[src/rtl/vga_pkg.sv]
// Shared definitions for the VGA raster path.
// - Default 640x480@60 timing values (pixels / lines)
// - Renderer color constants ({R,G,B})
// - coord_t: 10-bit raster coordinate
package vga_pkg;

  localparam int unsigned DefHActive = 640;
  localparam int unsigned DefHFp     = 16;
  localparam int unsigned DefHSync   = 96;
  localparam int unsigned DefHBp     = 48;
  localparam int unsigned DefVActive = 480;
  localparam int unsigned DefVFp     = 10;
  localparam int unsigned DefVSync   = 2;
  localparam int unsigned DefVBp     = 33;

  localparam logic [2:0] BLACK = 3'b000;
  localparam logic [2:0] WHITE = 3'b111;
  localparam logic [2:0] RED   = 3'b100;

  typedef logic [9:0] coord_t;

endpackage

[src/rtl/vga_counter.sv]
// Wrap-around raster counter (one per axis).
// Ports:
//   clk, rst  - clock, asynchronous active-high reset
//   inc_i     - advance the count this cycle
//   cnt_o     - current count, 0..Total-1
//   wrap_o    - high when this cycle's increment wraps Total-1 -> 0
module vga_counter
  import vga_pkg::*;
#(
  parameter int unsigned Total = 800
) (
  input  logic       clk,
  input  logic       rst,
  input  logic       inc_i,
  output logic [9:0] cnt_o,
  output logic       wrap_o
);

  localparam coord_t Last = coord_t'(Total - 1);

  coord_t cnt_q, cnt_d;

  assign wrap_o = inc_i && (cnt_q == Last);
  assign cnt_o  = cnt_q;

  always_comb begin
    cnt_d = cnt_q;
    if (wrap_o) begin
      cnt_d = '0;
    end else if (inc_i) begin
      cnt_d = cnt_q + 10'd1;
    end
  end

  always_ff @(posedge clk or posedge rst) begin
    if (rst) begin
      cnt_q <= '0;
    end else begin
      cnt_q <= cnt_d;
    end
  end

endmodule

[src/rtl/vga_timing_gen.sv]
// VGA raster timing generator: pixel-rate divider, x/y counters, and an
// output stage that registers rgb/hsync/vsync one pixel period behind (x,y).
// Ports:
//   clk, rst     - system clock, asynchronous active-high reset
//   en           - raster enable; low freezes every register
//   x, y         - current raster position (counter registers)
//   active       - (x,y) lies in the visible area
//   pix_tick     - counters advance on this cycle's closing edge
//   color_in     - renderer color for the current (x,y)
//   hsync, vsync - active-low syncs, aligned with rgb
//   rgb          - color to DAC, black outside the visible area
//   vblank_tick  - one-clk pulse as the raster enters vertical blank
module vga_timing_gen
  import vga_pkg::*;
#(
  parameter int unsigned CLK_DIV  = 2,
  parameter int unsigned H_ACTIVE = DefHActive,
  parameter int unsigned H_FP     = DefHFp,
  parameter int unsigned H_SYNC   = DefHSync,
  parameter int unsigned H_BP     = DefHBp,
  parameter int unsigned V_ACTIVE = DefVActive,
  parameter int unsigned V_FP     = DefVFp,
  parameter int unsigned V_SYNC   = DefVSync,
  parameter int unsigned V_BP     = DefVBp
) (
  input  logic       clk,
  input  logic       rst,
  input  logic       en,
  output logic [9:0] x,
  output logic [9:0] y,
  output logic       active,
  output logic       pix_tick,
  input  logic [2:0] color_in,
  output logic       hsync,
  output logic       vsync,
  output logic [2:0] rgb,
  output logic       vblank_tick
);

  localparam int unsigned HTotal = H_ACTIVE + H_FP + H_SYNC + H_BP;
  localparam int unsigned VTotal = V_ACTIVE + V_FP + V_SYNC + V_BP;

  localparam coord_t HActive    = coord_t'(H_ACTIVE);
  localparam coord_t VActive    = coord_t'(V_ACTIVE);
  localparam coord_t HSyncStart = coord_t'(H_ACTIVE + H_FP);
  localparam coord_t HSyncEnd   = coord_t'(H_ACTIVE + H_FP + H_SYNC);
  localparam coord_t VSyncStart = coord_t'(V_ACTIVE + V_FP);
  localparam coord_t VSyncEnd   = coord_t'(V_ACTIVE + V_FP + V_SYNC);
  localparam coord_t VLastVis   = coord_t'(V_ACTIVE - 1);
  localparam logic [3:0] DivLast = 4'(CLK_DIV - 1);

  logic [3:0] div_q, div_d;
  logic [2:0] rgb_q, rgb_d;
  logic       hsync_q, hsync_d;
  logic       vsync_q, vsync_d;
  logic       vblank_q, vblank_d;

  coord_t x_cnt, y_cnt;
  logic   h_wrap;
  logic   unused_v_wrap;

  // With CLK_DIV == 1 DivLast is 0, so div_q stays 0 and pix_tick == en.
  assign pix_tick = en && !rst && (div_q == DivLast);

  vga_counter #(
    .Total (HTotal)
  ) u_h_cnt (
    .clk    (clk),
    .rst    (rst),
    .inc_i  (pix_tick),
    .cnt_o  (x_cnt),
    .wrap_o (h_wrap)
  );

  vga_counter #(
    .Total (VTotal)
  ) u_v_cnt (
    .clk    (clk),
    .rst    (rst),
    .inc_i  (h_wrap),
    .cnt_o  (y_cnt),
    .wrap_o (unused_v_wrap)
  );

  assign x      = x_cnt;
  assign y      = y_cnt;
  assign active = (x_cnt < HActive) && (y_cnt < VActive);

  always_comb begin
    div_d   = div_q;
    rgb_d   = rgb_q;
    hsync_d = hsync_q;
    vsync_d = vsync_q;
    if (pix_tick) begin
      div_d   = '0;
      rgb_d   = active ? color_in : BLACK;
      hsync_d = !((x_cnt >= HSyncStart) && (x_cnt < HSyncEnd));
      vsync_d = !((y_cnt >= VSyncStart) && (y_cnt < VSyncEnd));
    end else if (en) begin
      div_d = div_q + 4'd1;
    end
    // The line wrap out of the last visible line lands on (0, V_ACTIVE).
    vblank_d = h_wrap && (y_cnt == VLastVis);
  end

  always_ff @(posedge clk or posedge rst) begin
    if (rst) begin
      div_q    <= '0;
      rgb_q    <= BLACK;
      hsync_q  <= 1'b1;
      vsync_q  <= 1'b1;
      vblank_q <= 1'b0;
    end else begin
      div_q    <= div_d;
      rgb_q    <= rgb_d;
      hsync_q  <= hsync_d;
      vsync_q  <= vsync_d;
      vblank_q <= vblank_d;
    end
  end

  assign rgb         = rgb_q;
  assign hsync       = hsync_q;
  assign vsync       = vsync_q;
  assign vblank_tick = vblank_q;

endmodule

[config.mk]
export PLATFORM = sky130hd
export DESIGN_NAME = vga_timing_gen
export DESIGN_NICKNAME = d
export VERILOG_FILES = /design/src/rtl/vga_pkg.sv /design/src/rtl/vga_counter.sv /design/src/rtl/vga_timing_gen.sv
export SDC_FILE = /design/constraint.sdc
export NUM_CORES = 1
export LEC_CHECK = 0
export ABC_AREA = 1
export CAP_MARGIN = 20
export CORE_UTILIZATION = 30
export DETAILED_ROUTE_END_ITERATION = 16
export GPL_TIMING_DRIVEN = 0
export PLACE_DENSITY_LB_ADDON = 0.1
export SLEW_MARGIN = 20
export SYNTH_ARGS = -nofsm -noshare
export SYNTH_HDL_FRONTEND = slang
export SYNTH_HIERARCHICAL = 1
export SYNTH_SLANG_ARGS = --single-unit
[constraint.sdc]
create_clock -name clk -period 4.5 [get_ports clk]
set_clock_uncertainty 0.15 [all_clocks]
set_input_delay 1.125 -clock clk [delete_from_list [all_inputs] [get_ports clk]]
set_output_delay 1.125 -clock clk [all_outputs]
set_load 0.03 [all_outputs]
==> reports/metrics.csv, run 1 <==
stage,metric,value,unit
run_status,outcome,completed,
worst_setup_path,Max Fanout on Critical Path,9,
synthesis,YS warnings,6,
clock_tree,Resized Gates After CTS,0,
worst_setup_path,Critical Path RT,3.22,ns
floorplan,Die Y,79.2,um
worst_setup_path,Crit path arrival time,2.86,ns
synthesis,Synth Cell Area,0.00179,mm^2
power_and_ir_drop,P_leak,1.13,nW
clock_tree,Worst-path clk slew,0.07,ns
synthesis,"area leader, netlist",dfrtp_1,
detailed_routing,initial detailed-routing violation count,63,
placed_design,dpl hpwl,3010,um
clock_tree,Clock Latency Late Sink,0.28,ns
clock_tree,number of post-CTS setup repair buffers,0,
cells_and_area,fin area,0.00235,mm^2
worst_setup_path,Setup crit start kind,input port,
detailed_routing,wire length per cell,11.7,um
worst_setup_path,Critical Path Start,en,
synthesis,"Seq/Total Area, Yosys",42.2,%
floorplan,Core Area,0.00561,mm^2
cells_and_area,fin cells,351,
synthesis,Yosys reg bits,30,
worst_hold_path,min-delay worst type,reg2reg,
worst_setup_path,CP endpoint kind,primary output,
synthesis,syn_area_per_cell,7.51,um^2
sta,setup_tns,0,ns
clock_tree,cts hold-fix bufs,0,
clock_tree,H-tree level count,2,
detailed_routing,DR vias,1570,
placed_design,number of cells after detailed placement,343,
clock_tree,# clock sinks,30,
global_routing,largest net degree at the start of global routing,11,
sta,Final Max Tran Viols,0,
job,number of max-cap violations,0,
power_and_ir_drop,maximum VDD drop,0.203,mV
synthesis,Synth async-reset ratio,100,%
synthesis,share of the synthesized area in the top cell type,39.2,%
worst_setup_path,worst r2r dst,u_v_cnt/cnt_o[5],
global_routing,total track usage,14.4,%
detailed_routing,DRT antenna net count,0,
sta,final setup fails,0,
synthesis,number of synthesized flops with an enable pin,0,
synthesis,Post-Synthesis Net Count,249,
global_routing,first-pass GRT wire length,6890,um
sta,minimum clock period,4.13,ns
clock_tree,Max clock buf depth,2,
synthesis,Synth area leaders,"dfrtp_1 (39%), nand2_1 (15%), nor2_1 (7.6%)",
detailed_routing,routed vias/inst,4.47,
worst_setup_path,Worst Setup Path Type,in2out,
floorplan,die width,79.2,um
worst_setup_path,Worst Reg-to-Reg Cells,14,
worst_hold_path,hold path depth,2,
floorplan,starting density of the core,31.9,%
placed_design,Area after DPL,0.00221,mm^2
worst_setup_path,flop-to-flop setup slack,1.94,ns
sta,crit share post-route,91.9,%
cells_and_area,# diodes,0,
detailed_routing,DRC,0,
floorplan,Core Rows,27,
global_routing,initial antenna violation count,0,
power_and_ir_drop,Overall Power,0.939,mW
clock_tree,TritonCTS clock tree,done,
synthesis,Synth top cells by count,"nand2_1 (71), nor2_1 (36), inv_1 (32), dfrtp_1 (28), nand3_1 (19)",
placed_design,IO buf count,33,
sta,fin worst setup slack,0.365,ns
clock_tree,Root Driver,clkbuf_8,
sta,unrepaired setup endpoints after global routing,no,
synthesis,Synth cell types,25,
sta,Max Freq,242,MHz
cells_and_area,Nets,289,
power_and_ir_drop,P per Cell Area,400,mW/mm^2
sta,"Hold Violations, Final",0,
detailed_routing,final wirelength,4100,um
sta,slew margin rel.,70.1,%
floorplan,die area,0.00627,mm^2
detailed_routing,drt pass-1 iters,4,
clock_tree,CTS Buf Count,5,
worst_setup_path,R2R Path Start,div_q[1],
placed_design,Placer Congestion,0.763,
cells_and_area,Synth-to-Final Area Change,31.5,%
synthesis,top-count cell post-synth,nand2_1,
placed_design,Place WS,0.362,ns
floorplan,I/O pin count,34,
sta,measured slew at the worst slew-check pin,0.448,ns
cells_and_area,layout cells sized above 1,11.1,%
global_routing,vias in the first global route,1528,
synthesis,Synth Instances,238,
worst_setup_path,Worst Setup EP,pix_tick,
synthesis,prevailing post-synth register cell,dfrtp_1,
sta,Min Hold Slack,0.322,ns
cells_and_area,final core occ,41.9,%
global_routing,GRT Residual Overflow,0,
## where the power goes
part           leakage, nW  switching [mW]  internal, mW  total (mW)
logic                0.669           0.130         0.100       0.230
clock network       0.0714           0.104         0.236       0.340
registers            0.387          0.0443         0.324       0.368
## area by class of cell
type                       count  area, um^2
fill                         600        3260
clock buffer                   6        82.6
multi-input combinational    168         862
timing repair buffer          33         330
inverter                      36         136
sequential                    30         753
buffer                         4        35.0
clock inverter                 2        60.1
tap                           72        90.1
## worst min-delay path by stage
stage	start	to	slack [ns]
global placement	vsync	vsync	0.31
global route	hsync	hsync	0.35
finish	vsync	vsync	0.32
CTS	vsync	vsync	0.33
detailed placement	hsync	hsync	0.32
floorplan	div_q[3]	div_q[3]	0.35
## state kept, by name, indices dropped and copies added (netlist names)
register and count:
div_q 4, hsync 1, rgb 3, u_h_cnt/cnt_o 10, u_v_cnt/cnt_o 10, vblank_tick 1
vsync 1
## cell families after synthesis
| family | after synthesis | synth area share, % |
|---|---|---|
| DFF | 30 | 42.2 |
| AOI/OAI and AO/OA | 6 | 1.82 |
| buffers and inverters | 40 | 9.59 |
| adders and majority gates | 5 | 3.50 |
| xor gates and xnor gates | 10 | 4.90 |
| and+or+nand+nor | 147 | 38.0 |
## layout by cell type, fill, tap and decap left out, types with 5 or more instances in the layout
cell             count
nand3_1             19
clkdlybuf4s50_1     33
ha_1                 5
inv_1               32
xnor2_1              5
xor2_1               5
nand4_1              5
clkbuf_8             6
dfrtp_1             28
nand2_1             71
nor2_1              36
## critical path: stages
cell	delay [ns]
clkdlybuf4s50_1	0.61
inv_2	0.07
nor2_4	0.10
nand3_4	0.13
clkinv_2	0.14
clkdlybuf4s50_1	0.68
## metal layers
metal	up-vias	wire [um]	share of wire, %	track usage, %
met5	-	0	0	0
met4	0	29	0.71	4.91
met3	2	264	6.4	4.37
met2	45	1800	44	22.8
met1	718	2010	49	18.5
li1	805	-	-	-
No activity file was read; power rests on OpenSTA's default activity.
==> inputs of run 2 (changes only) <==
--- a/config.mk
+++ b/config.mk
@@ -8,6 +8,7 @@
 export ABC_AREA = 1
 export CAP_MARGIN = 20
 export CORE_UTILIZATION = 30
+export CTS_CLUSTER_DIAMETER = 30
 export DETAILED_ROUTE_END_ITERATION = 16
 export GPL_TIMING_DRIVEN = 0
 export PLACE_DENSITY_LB_ADDON = 0.1
==> results of run 2 <==
The final DEF is identical to that of run 1; final timing and power are the same.
